===== config.mk =====
export PLATFORM = sky130hd
export DESIGN_NAME = shift_issue_ctrl
export DESIGN_NICKNAME = d
export VERILOG_FILES = /design/src/rtl/simple_processor_pkg.sv /design/src/rtl/shift_wb_fifo.sv /design/src/rtl/shift_issue_ctrl.sv
export SDC_FILE = /design/constraint.sdc
export NUM_CORES = 1
export LEC_CHECK = 0
export CORE_MARGIN = 5
export CORE_UTILIZATION = 45
export CTS_BUF_LIST = sky130_fd_sc_hd__clkbuf_4 sky130_fd_sc_hd__clkbuf_8
export DETAILED_ROUTE_END_ITERATION = 12
export MAX_ROUTING_LAYER = met4
export PLACE_DENSITY = 0.82
export SLEW_MARGIN = 15
export SYNTH_ARGS = -nofsm -noshare
export SYNTH_HDL_FRONTEND = slang
export SYNTH_HIERARCHICAL = 1
export SYNTH_SLANG_ARGS = --single-unit

===== constraint.sdc =====
create_clock -name clk_i -period 3.02 [get_ports clk_i]
set_input_delay 0.302 -clock clk_i [delete_from_list [all_inputs] [get_ports clk_i]]
set_output_delay 0.302 -clock clk_i [all_outputs]
set_load 0.03 [all_outputs]

===== src/rtl/simple_processor_pkg.sv =====
// Shared widths, shift instruction encodings and pipeline payload types
// for the shift issue path.
package simple_processor_pkg;

  localparam int DATA_WIDTH  = 32;
  localparam int SHIFT_WIDTH = $clog2(DATA_WIDTH);
  localparam int REG_AW      = 5;

  typedef enum logic [3:0] {
    INSTR_ADD  = 4'd0,
    INSTR_SUB  = 4'd1,
    INSTR_SLL  = 4'd2,
    INSTR_SLLI = 4'd3,
    INSTR_SRL  = 4'd4,
    INSTR_SRLI = 4'd5,
    INSTR_SRA  = 4'd6,
    INSTR_SRAI = 4'd7,
    INSTR_AND  = 4'd8,
    INSTR_OR   = 4'd9
  } instr_t;

  typedef struct packed {
    logic [DATA_WIDTH-1:0]  data;
    logic [SHIFT_WIDTH-1:0] amt;
    logic                   left;
    logic                   arith;
    logic [REG_AW-1:0]      rd;
  } shift_op_t;

  typedef struct packed {
    logic [REG_AW-1:0]     rd;
    logic [DATA_WIDTH-1:0] data;
  } wb_entry_t;

  function automatic logic is_imm_form(instr_t f);
    return (f == INSTR_SLLI) || (f == INSTR_SRLI) || (f == INSTR_SRAI);
  endfunction

endpackage


===== src/rtl/shift_wb_fifo.sv =====
// Small synchronous writeback FIFO with flush, occupancy count and
// simultaneous push/pop (a push into a full FIFO is allowed when it also pops).
module shift_wb_fifo
  import simple_processor_pkg::*;
#(
  parameter int DEPTH = 2
) (
  input  logic                     clk_i,
  input  logic                     rst_ni,
  input  logic                     flush_i,
  input  logic                     push_i,
  input  wb_entry_t                push_data_i,
  input  logic                     pop_i,
  output logic                     valid_o,
  output wb_entry_t                head_o,
  output logic                     full_o,
  output logic [$clog2(DEPTH):0]   count_o
);

  localparam int PTR_W = $clog2(DEPTH);
  localparam int CNT_W = PTR_W + 1;

  wb_entry_t        mem_q [DEPTH];
  wb_entry_t        mem_d [DEPTH];
  logic [PTR_W-1:0] wr_ptr_q, wr_ptr_d;
  logic [PTR_W-1:0] rd_ptr_q, rd_ptr_d;
  logic [CNT_W-1:0] count_q, count_d;
  logic             do_push, do_pop;

  assign valid_o = (count_q != '0);
  assign full_o  = (count_q == CNT_W'(DEPTH));
  assign head_o  = mem_q[rd_ptr_q];
  assign count_o = count_q;

  assign do_pop  = pop_i & valid_o;
  assign do_push = push_i & (~full_o | do_pop);

  always_comb begin
    mem_d    = mem_q;
    wr_ptr_d = wr_ptr_q;
    rd_ptr_d = rd_ptr_q;
    count_d  = count_q;
    if (flush_i) begin
      wr_ptr_d = '0;
      rd_ptr_d = '0;
      count_d  = '0;
    end else begin
      // Power-of-two depth: pointers wrap naturally.
      if (do_push) begin
        mem_d[wr_ptr_q] = push_data_i;
        wr_ptr_d        = wr_ptr_q + 1'b1;
      end
      if (do_pop) begin
        rd_ptr_d = rd_ptr_q + 1'b1;
      end
      count_d = count_q + CNT_W'(do_push) - CNT_W'(do_pop);
    end
  end

  always_ff @(posedge clk_i) begin
    if (!rst_ni) begin
      for (int i = 0; i < DEPTH; i++) begin
        mem_q[i] <= '0;
      end
      wr_ptr_q <= '0;
      rd_ptr_q <= '0;
      count_q  <= '0;
    end else begin
      mem_q    <= mem_d;
      wr_ptr_q <= wr_ptr_d;
      rd_ptr_q <= rd_ptr_d;
      count_q  <= count_d;
    end
  end

endmodule


===== src/rtl/shift_issue_ctrl.sv =====
// Initiator side of the shift datapath: decodes shift requests into an issue
// register driving the external shifter, and queues results as writebacks.
module shift_issue_ctrl
  import simple_processor_pkg::*;
#(
  parameter int WB_DEPTH = 2
) (
  input  logic                        clk_i,
  input  logic                        rst_ni,
  input  logic                        req_valid_i,
  output logic                        req_ready_o,
  input  instr_t                      req_func_i,
  input  logic [DATA_WIDTH-1:0]       req_rs1_i,
  input  logic [DATA_WIDTH-1:0]       req_rs2_i,
  input  logic [DATA_WIDTH-1:0]       req_imm_i,
  input  logic [REG_AW-1:0]           req_rd_i,
  input  logic                        flush_i,
  output logic                        sh_valid_o,
  output logic [DATA_WIDTH-1:0]       sh_data_o,
  output logic [SHIFT_WIDTH-1:0]      sh_amt_o,
  output logic                        sh_left_o,
  output logic                        sh_arith_o,
  input  logic [DATA_WIDTH-1:0]       sh_result_i,
  output logic                        wb_valid_o,
  input  logic                        wb_ready_i,
  output logic [REG_AW-1:0]           wb_rd_o,
  output logic [DATA_WIDTH-1:0]       wb_data_o,
  output logic                        illegal_o,
  output logic [$clog2(WB_DEPTH):0]   wb_count_o
);

  logic      issue_valid_q, issue_valid_d;
  shift_op_t issue_op_q, issue_op_d;
  logic      illegal_q, illegal_d;

  shift_op_t req_op;
  logic      req_legal;
  logic      req_fire;
  logic      issue_adv;
  logic      wb_push, wb_pop;
  logic      fifo_full;
  wb_entry_t wb_head;
  wb_entry_t wb_new;

  // Only the low SHIFT_WIDTH bits of either shift-amount source matter.
  logic unused_amt_bits;
  assign unused_amt_bits = ^{req_rs2_i[DATA_WIDTH-1:SHIFT_WIDTH],
                             req_imm_i[DATA_WIDTH-1:SHIFT_WIDTH]};

  always_comb begin
    req_legal    = 1'b1;
    req_op       = '0;
    req_op.data  = req_rs1_i;
    req_op.rd    = req_rd_i;
    req_op.amt   = is_imm_form(req_func_i) ? req_imm_i[SHIFT_WIDTH-1:0]
                                           : req_rs2_i[SHIFT_WIDTH-1:0];
    case (req_func_i)
      INSTR_SLL, INSTR_SLLI: req_op.left  = 1'b1;
      INSTR_SRL, INSTR_SRLI: req_op.left  = 1'b0;
      INSTR_SRA, INSTR_SRAI: req_op.arith = 1'b1;
      default:               req_legal    = 1'b0;
    endcase
  end

  assign wb_pop      = wb_valid_o & wb_ready_i;
  assign issue_adv   = issue_valid_q & (~fifo_full | wb_pop);
  assign req_ready_o = ~issue_valid_q | issue_adv;
  assign req_fire    = req_valid_i & req_ready_o;

  // x0 results are still shifted but never written back.
  assign wb_push     = issue_adv & (issue_op_q.rd != '0);
  assign wb_new.rd   = issue_op_q.rd;
  assign wb_new.data = sh_result_i;

  always_comb begin
    issue_valid_d = issue_valid_q;
    issue_op_d    = issue_op_q;
    illegal_d     = 1'b0;
    if (issue_adv) begin
      issue_valid_d = 1'b0;
    end
    if (req_fire) begin
      if (req_legal) begin
        issue_valid_d = 1'b1;
        issue_op_d    = req_op;
      end else begin
        illegal_d = 1'b1;
      end
    end
    if (flush_i) begin
      issue_valid_d = 1'b0;
      illegal_d     = 1'b0;
    end
  end

  always_ff @(posedge clk_i) begin
    if (!rst_ni) begin
      issue_valid_q <= 1'b0;
      issue_op_q    <= '0;
      illegal_q     <= 1'b0;
    end else begin
      issue_valid_q <= issue_valid_d;
      issue_op_q    <= issue_op_d;
      illegal_q     <= illegal_d;
    end
  end

  assign sh_valid_o = issue_valid_q;
  assign sh_data_o  = issue_op_q.data;
  assign sh_amt_o   = issue_op_q.amt;
  assign sh_left_o  = issue_op_q.left;
  assign sh_arith_o = issue_op_q.arith;
  assign illegal_o  = illegal_q;

  shift_wb_fifo #(
    .DEPTH (WB_DEPTH)
  ) u_wb_fifo (
    .clk_i       (clk_i),
    .rst_ni      (rst_ni),
    .flush_i     (flush_i),
    .push_i      (wb_push),
    .push_data_i (wb_new),
    .pop_i       (wb_pop),
    .valid_o     (wb_valid_o),
    .head_o      (wb_head),
    .full_o      (fifo_full),
    .count_o     (wb_count_o)
  );

  assign wb_rd_o   = wb_head.rd;
  assign wb_data_o = wb_head.data;

endmodule

==> metrics, run 1 <==
crit-path cells or2_2 > a21boi_2 > and2_1 > inv_1 > clkdlybuf4s50_1; I/O pin total ~220; Nets between 800 and 900; Tightest Hold Check Type in2reg; DRT antenna net count 0; Yosys top cell area share 0.435; cell taking the most area after synthesis dfxtp_1; core area 12500 µm²; area delta synth->final 32.7%; Leakage between 3 and 4 nW; EDFF count, synth 0; Mapped Cells between 600 and 700; skew final around 0.011 ns; # DRC 0; Global Route met2 Usage 0.307; Period minus WS final ~2.7 ns; Vias between 4000 and 5000; Routed wire per std cell about 15 µm; busiest grt layer met2; Worst R2R Setup Slack between 0.5 and 0.6 ns; Crit Path Category reg2out; critical path data arrival time 2.36 ns; vias in the first global route between 4000 and 5000; Via density slightly below 5; run status completed; global route overflow 0; Yosys warnings 6; Setup Fix Bufs, Post-CTS 0; largest net degree at the start of global routing 91; max_cap viols 0; Final Util 0.605; global-route wire length before repair 21700 µm; count of final hold-check violations 0; Slew HR 0.520; CTS max path bufs 2; CTS resizes 0; Tcrit/Tclk final 0.880; commonest cells in the netlist nand2_1, dfxtp_1, mux2i_1; post-synthesis async set-or-reset flop share 0; slowest library cell on the worst path clkdlybuf4s50_1; worst slew pin tran about 0.72 ns; Setup Viol. Count Final 0; routed wire length 13700 µm; Post-CTS Hold Fix Bufs 0; Post-synth top flop dfxtp_1; critical path endpoint category output port; Site Rows slightly above 40; Die Span Y 123 µm; Synth cell types 35; GR Util met1 0.218; leading cell type by number of instances after synthesis nand2_1; pwr dens 465 nW/µm²; critical path's top delay family buffers and inverters; RePlAce Congestion 0.839; Final Max Slew Viols 0; Synth area leaders dfxtp_1, mux2i_1, nand2_1, mux2_2, buf_4; clock root buffer clkbuf_8; initial drt markers around 190; Total Power 3.52 mW; grt met3 use 0.0710; DIE AREA between 15000 and 20000 µm²; CP Data Required Time between 2 and 3 ns; post-synthesis sequential element count between 100 and 150; post-DP HPWL roughly 9600 µm; clock sink total roughly 120; share of cells above drive strength 1 0.123; synthesized netlist net count roughly 750; CP max FO 8; setup TNS 0 ns; Clock transition at path regs ~0.070 ns; RSZ-0062 raised after global routing false; slowest cell delay on critical path between 0.5 and 0.6 ns; Starting Density 0.456; clock tree from TritonCTS yes; H-Tree Depth 4; CP startpoint kind flip-flop; Diodes inserted 0; mean post-synth cell area approximately 9.5 µm²; Worst-Skew Late Latency around 0.42 ns; DRT Pass-1 Iters 5; DIE WIDTH 123 µm; register area share after synthesis 0.435; FMAX 376 MHz; initial antenna violation count 0; CTS buffer count 17; fillcell total approximately 1100; Max IR drop VDD roughly 310 µV; buffers and inverters on the worst path 2; PortBufs 169; Post-Syn Area around 5700 µm²; Total GRT Usage 0.191
## registers in the layout, summed over array words and instances, names as in the netlist
register and count:
illegal_o 1, issue_op_q 5, sh_amt_o 5, sh_arith_o 1, sh_data_o 32, sh_left_o 1, sh_valid_o 1, u_wb_fifo/count_o 2
u_wb_fifo/mem_q 74, u_wb_fifo/rd_ptr_q 1, u_wb_fifo/wr_ptr_q 1
## cell usage in the layout, fill, tap and decap left out, types with 3 or more instances in the layout
master           count
buf_4                6
clkdlybuf4s50_1    168
mux2i_1            116
clkinv_2             4
inv_1                4
xor2_1               3
mux2_2              42
nand2_1            198
dfxtp_1            123
clkbuf_8            22
a21oi_1              4
o21ai_0              4
nor2_1               7
## where the power goes
part           internal, mW  switching [mW]  leakage (nW)
sequential             1.67          0.0172          1.00
clock                 0.838           0.612         0.207
combinational         0.198           0.186          1.86
total                  2.70           0.815          3.07
## final timing paths
kind              cells after the start                               end                             from
hold reg to reg                       2         sh_data_o[7]$_SDFFE_PN0P_        sh_data_o[7]$_SDFFE_PN0P_
hold / removal                        3  u_wb_fifo/mem_q[10]$_SDFFE_PN0P_                           rst_ni
setup reg to reg                     11   u_wb_fifo/count_o[1]$_SDFF_PP0_  u_wb_fifo/count_o[0]$_SDFF_PP0_
setup / recovery                      5                       req_ready_o  u_wb_fifo/count_o[0]$_SDFF_PP0_
## metal layers
| metal | share of wire | wire (µm) |
|---|---|---|
| met5 | 0 | 0 |
| met4 | 0.016 | 212 |
| met3 | 0.085 | 1160 |
| met2 | 0.47 | 6410 |
| met1 | 0.43 | 5890 |
## tightest hold or removal path, delay by kind of cell
kind,cells,cell delay (ns)
buffers and inverters,1,0.25
muxes,1,0.05
and+or+nand+nor,1,0.14
## metrics by stage
stage	hold slack (ns)	instance area, µm²	std cells	setup WS (ns)
detailed placement	0.443	7170	875	0.426
global placement	0.439	7170	875	0.458
CTS	0.360	7570	905	0.346
floorplan	0.431	5700	602	0.295
finish	0.377	7570	905	0.362
global route	0.388	7570	905	0.205
## cell type report
cell class,count,area (µm²),area share
multi-input cells,397,2670,0.353
inverters,5,18.8,0.00248
flip-flops and latches,124,2480,0.328
clock inverters,7,87.6,0.0116
well taps,172,215,0.0284
repair buffers,177,1780,0.235
clock buffers,23,310,0.0410
## cells by family after synthesis
| group | after synthesis | share of synthesized area |
|---|---|---|
| muxes | 158 | 0.287 |
| buffers and inverters | 81 | 0.0968 |
| and+or+nand+nor | 221 | 0.154 |
| xor gates and xnor gates | 3 | 0.00461 |
| DFF | 124 | 0.435 |
| AOI/OAI and AO/OA | 14 | 0.0206 |
| adders and majority gates | 1 | 0.00219 |
(Power assumes the default switching activity.)
==> run 2, diff against run 1 <==
--- a/config.mk
+++ b/config.mk
@@ -11,2 +11,3 @@
 export DETAILED_ROUTE_END_ITERATION = 12
+export HOLD_SLACK_MARGIN = 0.05
 export MAX_ROUTING_LAYER = met4
--- a/constraint.sdc
+++ b/constraint.sdc
@@ -3,2 +3,2 @@
 set_output_delay 0.302 -clock clk_i [all_outputs]
-set_load 0.03 [all_outputs]
+set_load 0.05 [all_outputs]
==> run 2 against run 1 <==
Against the previous run:
- cell area down 0.48%
- die area is the same
- sequential cell count is the same
- cell count decreased by 0.11%
- via count is the same
- wire length decreased by 0.72%
- register-to-register slack hardly changed
- power shrank 1.7%
- first-iteration DRC count increased by 29%
- critical path type unchanged
- critical endpoint unchanged
- largest cell class unchanged
==> metrics, run 2 (synthesized netlist as in run 1, its figures left out) <==
Starting Density 0.456; DIE AREA between 15000 and 20000 µm²; Final Max Slew Viols 0; count of final hold-check violations 0; Max IR drop VDD approximately 290 µV; initial antenna violation count 0; CTS resizes 0; Tcrit/Tclk final 0.913; Setup Viol. Count Final 0; I/O pin total between 200 and 250; Die Span Y between 100 and 150 µm; setup TNS 0 ns; DP Worst Slack ~0.44 ns; max_cap viols 0; Period minus WS final 2.76 ns; crit-path cells or2_2 > a21boi_2 > and2_1 > inv_1 > clkdlybuf4s50_1; critical path endpoint category output port; Via density between 4 and 5; CP Data Required Time approximately 2.7 ns; CTS max path bufs 2; skew final roughly 0.0084 ns; vias in the first global route 4578; Worst Setup Slack, final ~0.26 ns; Clock transition at path regs 0.07 ns; DRT antenna net count 0; Diodes inserted 0; CTS buffer count 17; clock root buffer clkbuf_8; initial drt markers roughly 240; fillcell total ~1100; Crit Reg-Reg Startpoint u_wb_fifo/count_o[0]$_SDFF_PP0_; # DRC 0; routed wire length about 14000 µm; Worst R2R Setup Slack 0.50 ns; FMAX around 360 MHz; DIE WIDTH between 100 and 150 µm; run status completed; Site Rows slightly above 40; Setup Fix Bufs, Post-CTS 0; critical path data arrival time 2.45 ns; clock tree from TritonCTS yes; hold path startpoint rst_ni; largest net degree at the start of global routing between 80 and 90; Tightest Hold Check Type in2reg; slowest cell delay on critical path ~0.70 ns; Seq. cell area between 2000 and 2500 µm²; share of cells above drive strength 1 0.122; Routed wire per std cell approximately 15 µm; slowest library cell on the worst path clkdlybuf4s50_1; CP max FO 8; RSZ-0062 raised after global routing false; RePlAce Congestion about 0.84; Vias around 4400; pwr dens ~460 nW/µm²; commonest non-fill, non-tap cells in the layout nand2_1, clkdlybuf4s50_1, dfxtp_1; Reg with most FFs u_wb_fifo/mem_q; clock sink total roughly 120; Crit Path Category reg2out; DRT Pass-1 Iters 4; global-route wire length before repair about 21000 µm; most common cell after layout, fill and taps aside nand2_1; Slew HR 0.536; max FFs per register 74; Leakage ~3.0 nW; Final Util 0.602; CP startpoint kind flip-flop; post-DP HPWL approximately 9600 µm; H-Tree Depth 4; Worst-Skew Late Latency 0.43 ns; crit path from u_wb_fifo/count_o[0]$_SDFF_PP0_; worst slew pin tran roughly 0.70 ns; area delta synth->final 32.1%; global route overflow 0; Nets between 800 and 900; PortBufs about 170; Post-CTS Hold Fix Bufs 0; area of the multi-input gates ~2700 µm²; Total GRT Usage 0.187; core area 12500 µm²
## run 2: cell types whose count changed in the layout (fill, tap and decap cells not counted)
cell	previous run	this run
clkbuf_4	1	2
clkbuf_8	22	21
buf_4	6	5
bufinv_16	2	1
clkinvlp_4	1	2
## run 2: layer usage
| layer | part of all wire | global-route usage | up-vias | wire, µm |
|---|---|---|---|---|
| li1 | - | - | 2185 | - |
| met1 | 0.42 | 0.206 | 2045 | 5650 |
| met2 | 0.48 | 0.310 | 158 | 6500 |
| met3 | 0.091 | 0.0714 | 16 | 1230 |
| met4 | 0.014 | 0.0672 | 0 | 185 |
| met5 | 0 | - | - | 0 |
## run 2: final timing paths
path	end	cells past startpoint
worst max-delay path	req_ready_o	5
worst min-delay path	u_wb_fifo/mem_q[47]$_SDFFE_PN0P_	3
worst max register to register	u_wb_fifo/count_o[1]$_SDFF_PP0_	11
worst min register to register	u_wb_fifo/mem_q[20]$_SDFFE_PN0P_	2
## run 2: worst max-delay path, delay by kind of cell (launching register included)
kind	cells	cell delay [ns]
simple gates	2	0.57
buf+inv	2	0.77
flops	1	0.37
compound gates	1	0.31
## run 2: cell type report
type	instances	area share
clock buffer	23	0.0404
inverter	5	0.00249
multi-input combinational	397	0.355
sequential	124	0.330
tap	172	0.0286
clock inverter	7	0.00864
timing repair buffer	176	0.235
## run 2: metrics by stage
stage	area, µm²	hold slack [ns]	power (mW)	instances
6_report	7530	0.381	3.46	904
5_1_grt	7530	0.384	3.61	904
4_1_cts	7530	0.353	3.51	904
3_5_place_dp	7160	0.446	2.14	874
3_3_place_gp	7160	0.438	2.13	874
2_1_floorplan	5700	0.431	1.98	602
## run 2: where the power goes
part	total [mW]	switching (mW)	internal, mW
sequential	1.68	0.0169	1.67
clock	1.35	0.609	0.741
combinational	0.424	0.227	0.196
